**src/rtl/wb_format_queue_if.sv**
```systemverilog
// Result handshake bundle feeding the writeback queue.
// Master drives a beat; slave (the queue) answers with in_ready.
interface wb_format_queue_if #(
   parameter int XLEN = 64,
   parameter int AW   = 5
);
   logic            in_valid;
   logic            in_ready;
   logic [5:0]      in_opcode;
   logic [AW-1:0]   in_rd;
   logic [XLEN-1:0] in_data;

   modport master (
      output in_valid, in_opcode, in_rd, in_data,
      input  in_ready
   );

   modport slave (
      input  in_valid, in_opcode, in_rd, in_data,
      output in_ready
   );
endinterface

```
**src/rtl/wb_format_queue.sv**
```systemverilog
// Writeback format/queue stage: formats results, retires one write per cycle.
// Optional WB_FWD_EN adds youngest-match forwarding data for rs/rt.
module wb_format_queue #(
   parameter int DEPTH = 2,
   parameter int XLEN  = 64,
   parameter int AW    = 5
) (
   input  logic                clk,
   input  logic                rst_n,
   wb_format_queue_if.slave    in_if,
   input  logic                wb_stall,
   input  logic                flush,
   input  logic [AW-1:0]       rs,
   input  logic [AW-1:0]       rt,
   output logic                hazard_rs,
   output logic                hazard_rt,
`ifdef WB_FWD_EN
   output logic [XLEN-1:0]     fwd_rs_data,
   output logic [XLEN-1:0]     fwd_rt_data,
`endif
   output logic                reg_write,
   output logic [AW-1:0]       reg_wr_addr,
   output logic [XLEN-1:0]     reg_wr_data,
   output logic                err_illegal
);

   localparam int CW = $clog2(DEPTH);
   localparam logic [CW:0] FULL = (CW+1)'(DEPTH);

   localparam logic [5:0] OP_B  = 6'd34;
   localparam logic [5:0] OP_H  = 6'd40;
   localparam logic [5:0] OP_WS = 6'd42;
   localparam logic [5:0] OP_WZ = 6'd32;
   localparam logic [5:0] OP_D  = 6'd48;

   logic [AW-1:0]   rd_q  [DEPTH];
   logic [XLEN-1:0] dat_q [DEPTH];
   logic [CW-1:0]   head;
   logic [CW-1:0]   tail;
   logic [CW:0]     count;

   logic            legal;
   logic            accept;
   logic            push;
   logic            pop;
   logic [XLEN-1:0] fmt_data;

   function automatic logic [XLEN-1:0] fmt(
      input logic [5:0]      op,
      input logic [XLEN-1:0] d
   );
      logic [XLEN-1:0] r;
      r = '0;
      case (op)
         OP_B:    r = {{(XLEN-8){1'b0}}, d[7:0]};
         OP_H:    r = {{(XLEN-16){1'b0}}, d[15:0]};
         OP_WZ:   r = {{(XLEN-32){1'b0}}, d[31:0]};
         OP_WS:   r = {{(XLEN-32){d[31]}}, d[31:0]};
         OP_D:    r = d;
         default: r = '0;
      endcase
      return r;
   endfunction

   // Any pending write (queued or on the write port) targeting r.
   function automatic logic hit(input logic [AW-1:0] r);
      logic          h;
      logic [CW-1:0] idx;
      h = reg_write && (reg_wr_addr == r);
      for (int k = 0; k < DEPTH; k++) begin
         idx = head + CW'(k);
         if (((CW+1)'(k) < count) && (rd_q[idx] == r))
            h = 1'b1;
      end
      return h;
   endfunction

`ifdef WB_FWD_EN
   // Walk oldest to youngest so the youngest match wins.
   function automatic logic [XLEN-1:0] fwd(input logic [AW-1:0] r);
      logic [XLEN-1:0] v;
      logic [CW-1:0]   idx;
      v = '0;
      if (reg_write && (reg_wr_addr == r))
         v = reg_wr_data;
      for (int k = 0; k < DEPTH; k++) begin
         idx = head + CW'(k);
         if (((CW+1)'(k) < count) && (rd_q[idx] == r))
            v = dat_q[idx];
      end
      return v;
   endfunction
`endif

   assign in_if.in_ready = (count < FULL);
   assign legal = (in_if.in_opcode == OP_B)  ||
                  (in_if.in_opcode == OP_H)  ||
                  (in_if.in_opcode == OP_WS) ||
                  (in_if.in_opcode == OP_WZ) ||
                  (in_if.in_opcode == OP_D);
   assign accept   = in_if.in_valid && in_if.in_ready && !flush;
   assign push     = accept && legal;
   assign pop      = (count != '0) && !wb_stall && !flush;
   assign fmt_data = fmt(in_if.in_opcode, in_if.in_data);

   // Hazard detection against every pending write.
   always_comb begin
      hazard_rs = hit(rs);
      hazard_rt = hit(rt);
   end

`ifdef WB_FWD_EN
   // Forwarding data follows the hazard flag; zero when no match.
   always_comb begin
      fwd_rs_data = fwd(rs);
      fwd_rt_data = fwd(rt);
   end
`endif

   // Queue storage: formatted beat lands at the tail on push.
   always_ff @(posedge clk) begin
      if (push) begin
         rd_q[tail]  <= in_if.in_rd;
         dat_q[tail] <= fmt_data;
      end
   end

   // Pointers, occupancy, write port and sticky error flag.
   always_ff @(posedge clk or negedge rst_n) begin
      if (!rst_n) begin
         head        <= '0;
         tail        <= '0;
         count       <= '0;
         reg_write   <= 1'b0;
         reg_wr_addr <= '0;
         reg_wr_data <= '0;
         err_illegal <= 1'b0;
      end else if (flush) begin
         head      <= '0;
         tail      <= '0;
         count     <= '0;
         reg_write <= 1'b0;
      end else begin
         reg_write <= pop;
         if (push)
            tail <= tail + 1'b1;
         if (pop) begin
            head        <= head + 1'b1;
            reg_wr_addr <= rd_q[head];
            reg_wr_data <= dat_q[head];
         end
         if (push && !pop)
            count <= count + 1'b1;
         else if (pop && !push)
            count <= count - 1'b1;
         if (accept && !legal)
            err_illegal <= 1'b1;
      end
   end

endmodule

```
**src/flat_wrapper.sv**
```systemverilog
// flat-port wrapper written by rule: the top's interface ports become plain ports
module wb_format_queue_flat 
#(
   parameter int DEPTH = 2,
   parameter int XLEN  = 64,
   parameter int AW    = 5
)
  (clk, rst_n, wb_stall, flush, rs, rt, hazard_rs, hazard_rt, reg_write, reg_wr_addr, reg_wr_data, err_illegal, in_if_in_valid, in_if_in_opcode, in_if_in_rd, in_if_in_data, in_if_in_ready);
  wb_format_queue_if #(.XLEN(XLEN), .AW(AW)) in_if_i ();
  input  logic clk;
  input  logic rst_n;
  input  logic wb_stall;
  input  logic flush;
  input  logic [AW-1:0] rs;
  input  logic [AW-1:0] rt;
  output logic hazard_rs;
  output logic hazard_rt;
  output logic reg_write;
  output logic [AW-1:0] reg_wr_addr;
  output logic [XLEN-1:0] reg_wr_data;
  output logic err_illegal;
  input wire logic [$bits(in_if_i.in_valid)-1:0] in_if_in_valid;
  input wire logic [$bits(in_if_i.in_opcode)-1:0] in_if_in_opcode;
  input wire logic [$bits(in_if_i.in_rd)-1:0] in_if_in_rd;
  input wire logic [$bits(in_if_i.in_data)-1:0] in_if_in_data;
  output wire logic [$bits(in_if_i.in_ready)-1:0] in_if_in_ready;
  assign in_if_i.in_valid = in_if_in_valid;
  assign in_if_i.in_opcode = in_if_in_opcode;
  assign in_if_i.in_rd = in_if_in_rd;
  assign in_if_i.in_data = in_if_in_data;
  assign in_if_in_ready = in_if_i.in_ready;
  wb_format_queue #(.DEPTH(DEPTH), .XLEN(XLEN), .AW(AW)) u_core (.clk(clk), .rst_n(rst_n), .in_if(in_if_i), .wb_stall(wb_stall), .flush(flush), .rs(rs), .rt(rt), .hazard_rs(hazard_rs), .hazard_rt(hazard_rt), .reg_write(reg_write), .reg_wr_addr(reg_wr_addr), .reg_wr_data(reg_wr_data), .err_illegal(err_illegal));
endmodule
```
**config.mk**
```make
export PLATFORM = sky130hd
export DESIGN_NAME = wb_format_queue_flat
export DESIGN_NICKNAME = d
export VERILOG_FILES = /design/src/rtl/wb_format_queue_if.sv /design/src/rtl/wb_format_queue.sv /design/src/flat_wrapper.sv
export SDC_FILE = /design/constraint.sdc
export NUM_CORES = 1
export LEC_CHECK = 0
export ABC_AREA = 0
export CAP_MARGIN = 20
export CORE_MARGIN = 2
export CORE_UTILIZATION = 45
export CTS_BUF_LIST = sky130_fd_sc_hd__clkbuf_4 sky130_fd_sc_hd__clkbuf_8
export DETAILED_ROUTE_END_ITERATION = 6
export HOLD_SLACK_MARGIN = 0.1
export PLACE_DENSITY = 0.81
export SLEW_MARGIN = 20
export SYNTH_ARGS = -nofsm -noshare
export SYNTH_HDL_FRONTEND = slang
export SYNTH_SLANG_ARGS = --single-unit
```
**constraint.sdc**
```tcl
create_clock -name clk -period 5.6 [get_ports clk]
set_input_delay 0.84 -clock clk [delete_from_list [all_inputs] [get_ports clk]]
set_output_delay 0.84 -clock clk [all_outputs]
set_load 0.03 [all_outputs]
```
==> flow_summary_export.csv <==
group,metric,value,unit
status,status,"complete, no violations",
logic_synthesis,syn-cell-area,0.008528,mm²
floorplanning,ios,164,
final_layout,syn_to_final_growth,30.49,%
cts,max-clock-path-buffers,3,
routing,vias_per_cell,5.083,
setup_path,start_kind,"flop",
cts,cts_hold_buffers,0,
final_layout,layout-drive-gt1-share,10.25,%
setup_path,crit_chain,"mux2i_1 > xor2_1 > nand4_1 > nor3_1 > a311o_2 > clkdlybuf4s50_1",
cts,numCtsBuffers,36,
setup_path,worst-path-max-fanout,24,
logic_synthesis,synth_top_area_share,48.59,%
logic_synthesis,ys_ff_latch,213,
setup_path,criticalPathCategory,"reg2out",
logic_synthesis,synth.yosys.warnings,0,
placed_design,post-place-ws,1.841,ns
placed_design,place_area,0.01039,mm²
routing,drt_first_pass_iters,4,
placed_design,portBuffers,163,
routing,postRouteAntennaNets,0,
setup_path,critPathRequiredTime,4.76,ns
timing,fin_tns_setup,0,ns
routing,drt_wl_total,17.74,mm
global_routing,grt_pass1_wl,28.08,mm
logic_synthesis,synth_cells,596,
final_layout,multi_input_area,0.002359,mm²
final_layout,fin_nets,865,
setup_path,endpoint_kind,"output pin",
logic_synthesis,synth_cell_types,30,
flow_run,cap_violations,0,
pwr,power_leakage,4.291,nW
final_layout,antenna_cells,0,
floorplanning,die-width,141.7,µm
cts,clkLatencyLatePin,0.51,ns
timing,fmax,0.2629,GHz
cts,cts_sinks,213,
cts,ctsResizeCount,0,
timing,finalHoldViolCount,0,
final_layout,final_common_cell,"clkdlybuf4s50_1",
worst_hold_path,min_path_type,"in2async",
routing,wl_per_cell,17.16,µm
logic_synthesis,syn_avg_cell_area,14.31,µm²
global_routing,grt.total_usage,18.03,%
floorplanning,fp.dieH,141.7,µm
placed_design,finalWeightedCongestion,0.8162,
global_routing,grt_pass1_vias,5619,
timing,period_share,67.93,%
final_layout,final_cell_mix,"162 x clkdlybuf4s50_1, 138 x edfxtp_1, 74 x mux2i_1, 74 x dfrtp_1, 73 x nor2_1",
floorplanning,fp-row-count,50,
global_routing,grt_max_degree,79,
pwr,power_density,464.6,mW/mm²
timing,setup_viol,0,
routing,remaining_drc_errors,0,
floorplanning,dieArea,0.02007,mm²
logic_synthesis,synthTopCellsByArea,"edfxtp_1 49%, dfrtp_1 22%, mux2i_1 8.7%",
timing,maxSlewViolCount,0,
cts,cts_tree,"done",
timing,slew_headroom,31.63,%
setup_path,crit_path_max_incr_delay,0.68,ns
final_layout,fillers,1509,
final_layout,fin_area,0.01113,mm²
timing,holdWs,0.3700,ns
setup_path,cp_slowest_cell,"dfrtp_4",
timing,rsz0062_at_grt,"no",
global_routing,antenna_found_initial,0,
floorplanning,initial_core_util,45.74,%
floorplanning,core_area,0.01864,mm²
final_layout,seq_area,0.006025,mm²
global_routing,grt-ovfl-total,0,
pwr,vdd_drop_max,0.0002755,V
cts,cts_root_buf,"clkbuf_8",
cts,path_clk_slew,0.06,ns
pwr,p_total,5.170,mW
cts,htree_levels,2,
logic_synthesis,yosysTopAreaCell,"edfxtp_1",
routing,vias,5256,
cts,postCtsSetupRepairBufs,0,
timing,worst_pin_slew,1.026,ns
setup_path,crit_arrival,2.96,ns
timing,fin_skew,0.02385,ns
logic_synthesis,yosysSeqAreaShare,70.60,%
timing,finalCriticalPeriod,3.804,ns
logic_synthesis,syn-num-nets,688,
timing,fin_ws,1.796,ns
routing,drt_iter0_drc,239,
placed_design,hpwl,11.16,mm
[synthesized netlist by cell type (all sizes together)]
| library cell | count |
|---|---|
| mux2i | 74 |
| nand3b | 1 |
| nor2 | 74 |
| nand4 | 4 |
| nand2 | 2 |
| ha | 2 |
| a31oi | 1 |
| nand3 | 1 |
| o21ai | 1 |
| dfrtp | 75 |
| xor2 | 24 |
| a21o | 33 |
| nor4 | 4 |
| clkbuf | 6 |
| edfxtp | 138 |
| and2 | 32 |
| or3b | 1 |
| a21oi | 72 |
| inv | 5 |
| nor3b | 1 |
| xnor2 | 9 |
| a311o | 2 |
| and3 | 1 |
| buf | 25 |
| a2bb2oi | 1 |
| or2 | 1 |
| nor3 | 6 |
[path summary, 6_finish.rpt]
kind / startpoint / to / slack (ns) / cells past startpoint
max: u_core.head / hazard_rt / 1.80 / 6
min: rst_n / u_core.reg_wr_data[60] / 0.37 / 1
max reg2reg: u_core.count[1] / u_core.dat_q[0][25] / 3.09 / 4
min reg2reg: u_core.err_illegal / u_core.err_illegal / 0.46 / 1
max in group asynchronous: rst_n / u_core.head / 4.62 / 1
min in group clk: u_core.err_illegal / u_core.err_illegal / 0.46 / 1
[per-stage QoR]
step	std cells	util, %
2_1_floorplan	596	-
3_3_place_gp	969	55.70
3_5_place_dp	969	55.70
4_1_cts	1034	59.65
5_1_grt	1034	59.69
6_report	1034	59.69
[layout make-up]
| class | count | share of cell area [%] |
|---|---|---|
| Sequential cell | 213 | 54.14 |
| Multi-Input combinational cell | 347 | 21.19 |
| Timing Repair Buffer | 170 | 15.26 |
| Clock buffer | 61 | 6.420 |
| Tap cell | 234 | 2.631 |
| Clock inverter | 4 | 0.1911 |
| Inverter | 5 | 0.1687 |
[where the power goes]
group / internal [mW] / switching, mW / total [mW]
Sequential: 1.93 / 0.189 / 2.12
Combinational: 0.722 / 0.944 / 1.67
Clock: 0.801 / 0.582 / 1.38
[routing by layer]
metal	track usage, %	share of wire, %	vias to the layer above	wire (µm)
met5	0	0	-	0
met4	6.684	2.0	0	347
met3	4.219	5.5	28	983
met2	31.37	50	160	8932
met1	21.99	42	2563	7479
li1	-	-	2505	-
[state kept, by name, summed over array words and instances, names as in the netlist]
| register | flops |
|---|---|
| u_core.reg_wr_addr | 5 |
| u_core.reg_write | 1 |
| u_core.reg_wr_data | 64 |
| u_core.dat_q | 128 |
| u_core.count | 2 |
| u_core.head | 1 |
| u_core.rd_q | 10 |
| u_core.tail | 1 |
| u_core.err_illegal | 1 |
[kinds of logic after synthesis]
kind of cell    count (synthesis)  synth area share, %
compound gates                110                7.629
mux                            74                8.685
simple gates                  128                7.262
fa+ha+maj                       2               0.2934
buf+inv                        36                2.142
xor+xnor                       33                3.389
flops                         213                70.60
[critical path, delay by kind of cell (launching register included)]
kind	cells	cell delay, ns
and+or+nand+nor	2	0.30
AOI/OAI and AO/OA	1	0.15
muxes	1	0.46
xor gates and xnor gates	1	0.20
DFF	1	0.68
buffers and inverters	1	0.66
(Power assumes the default switching activity.)
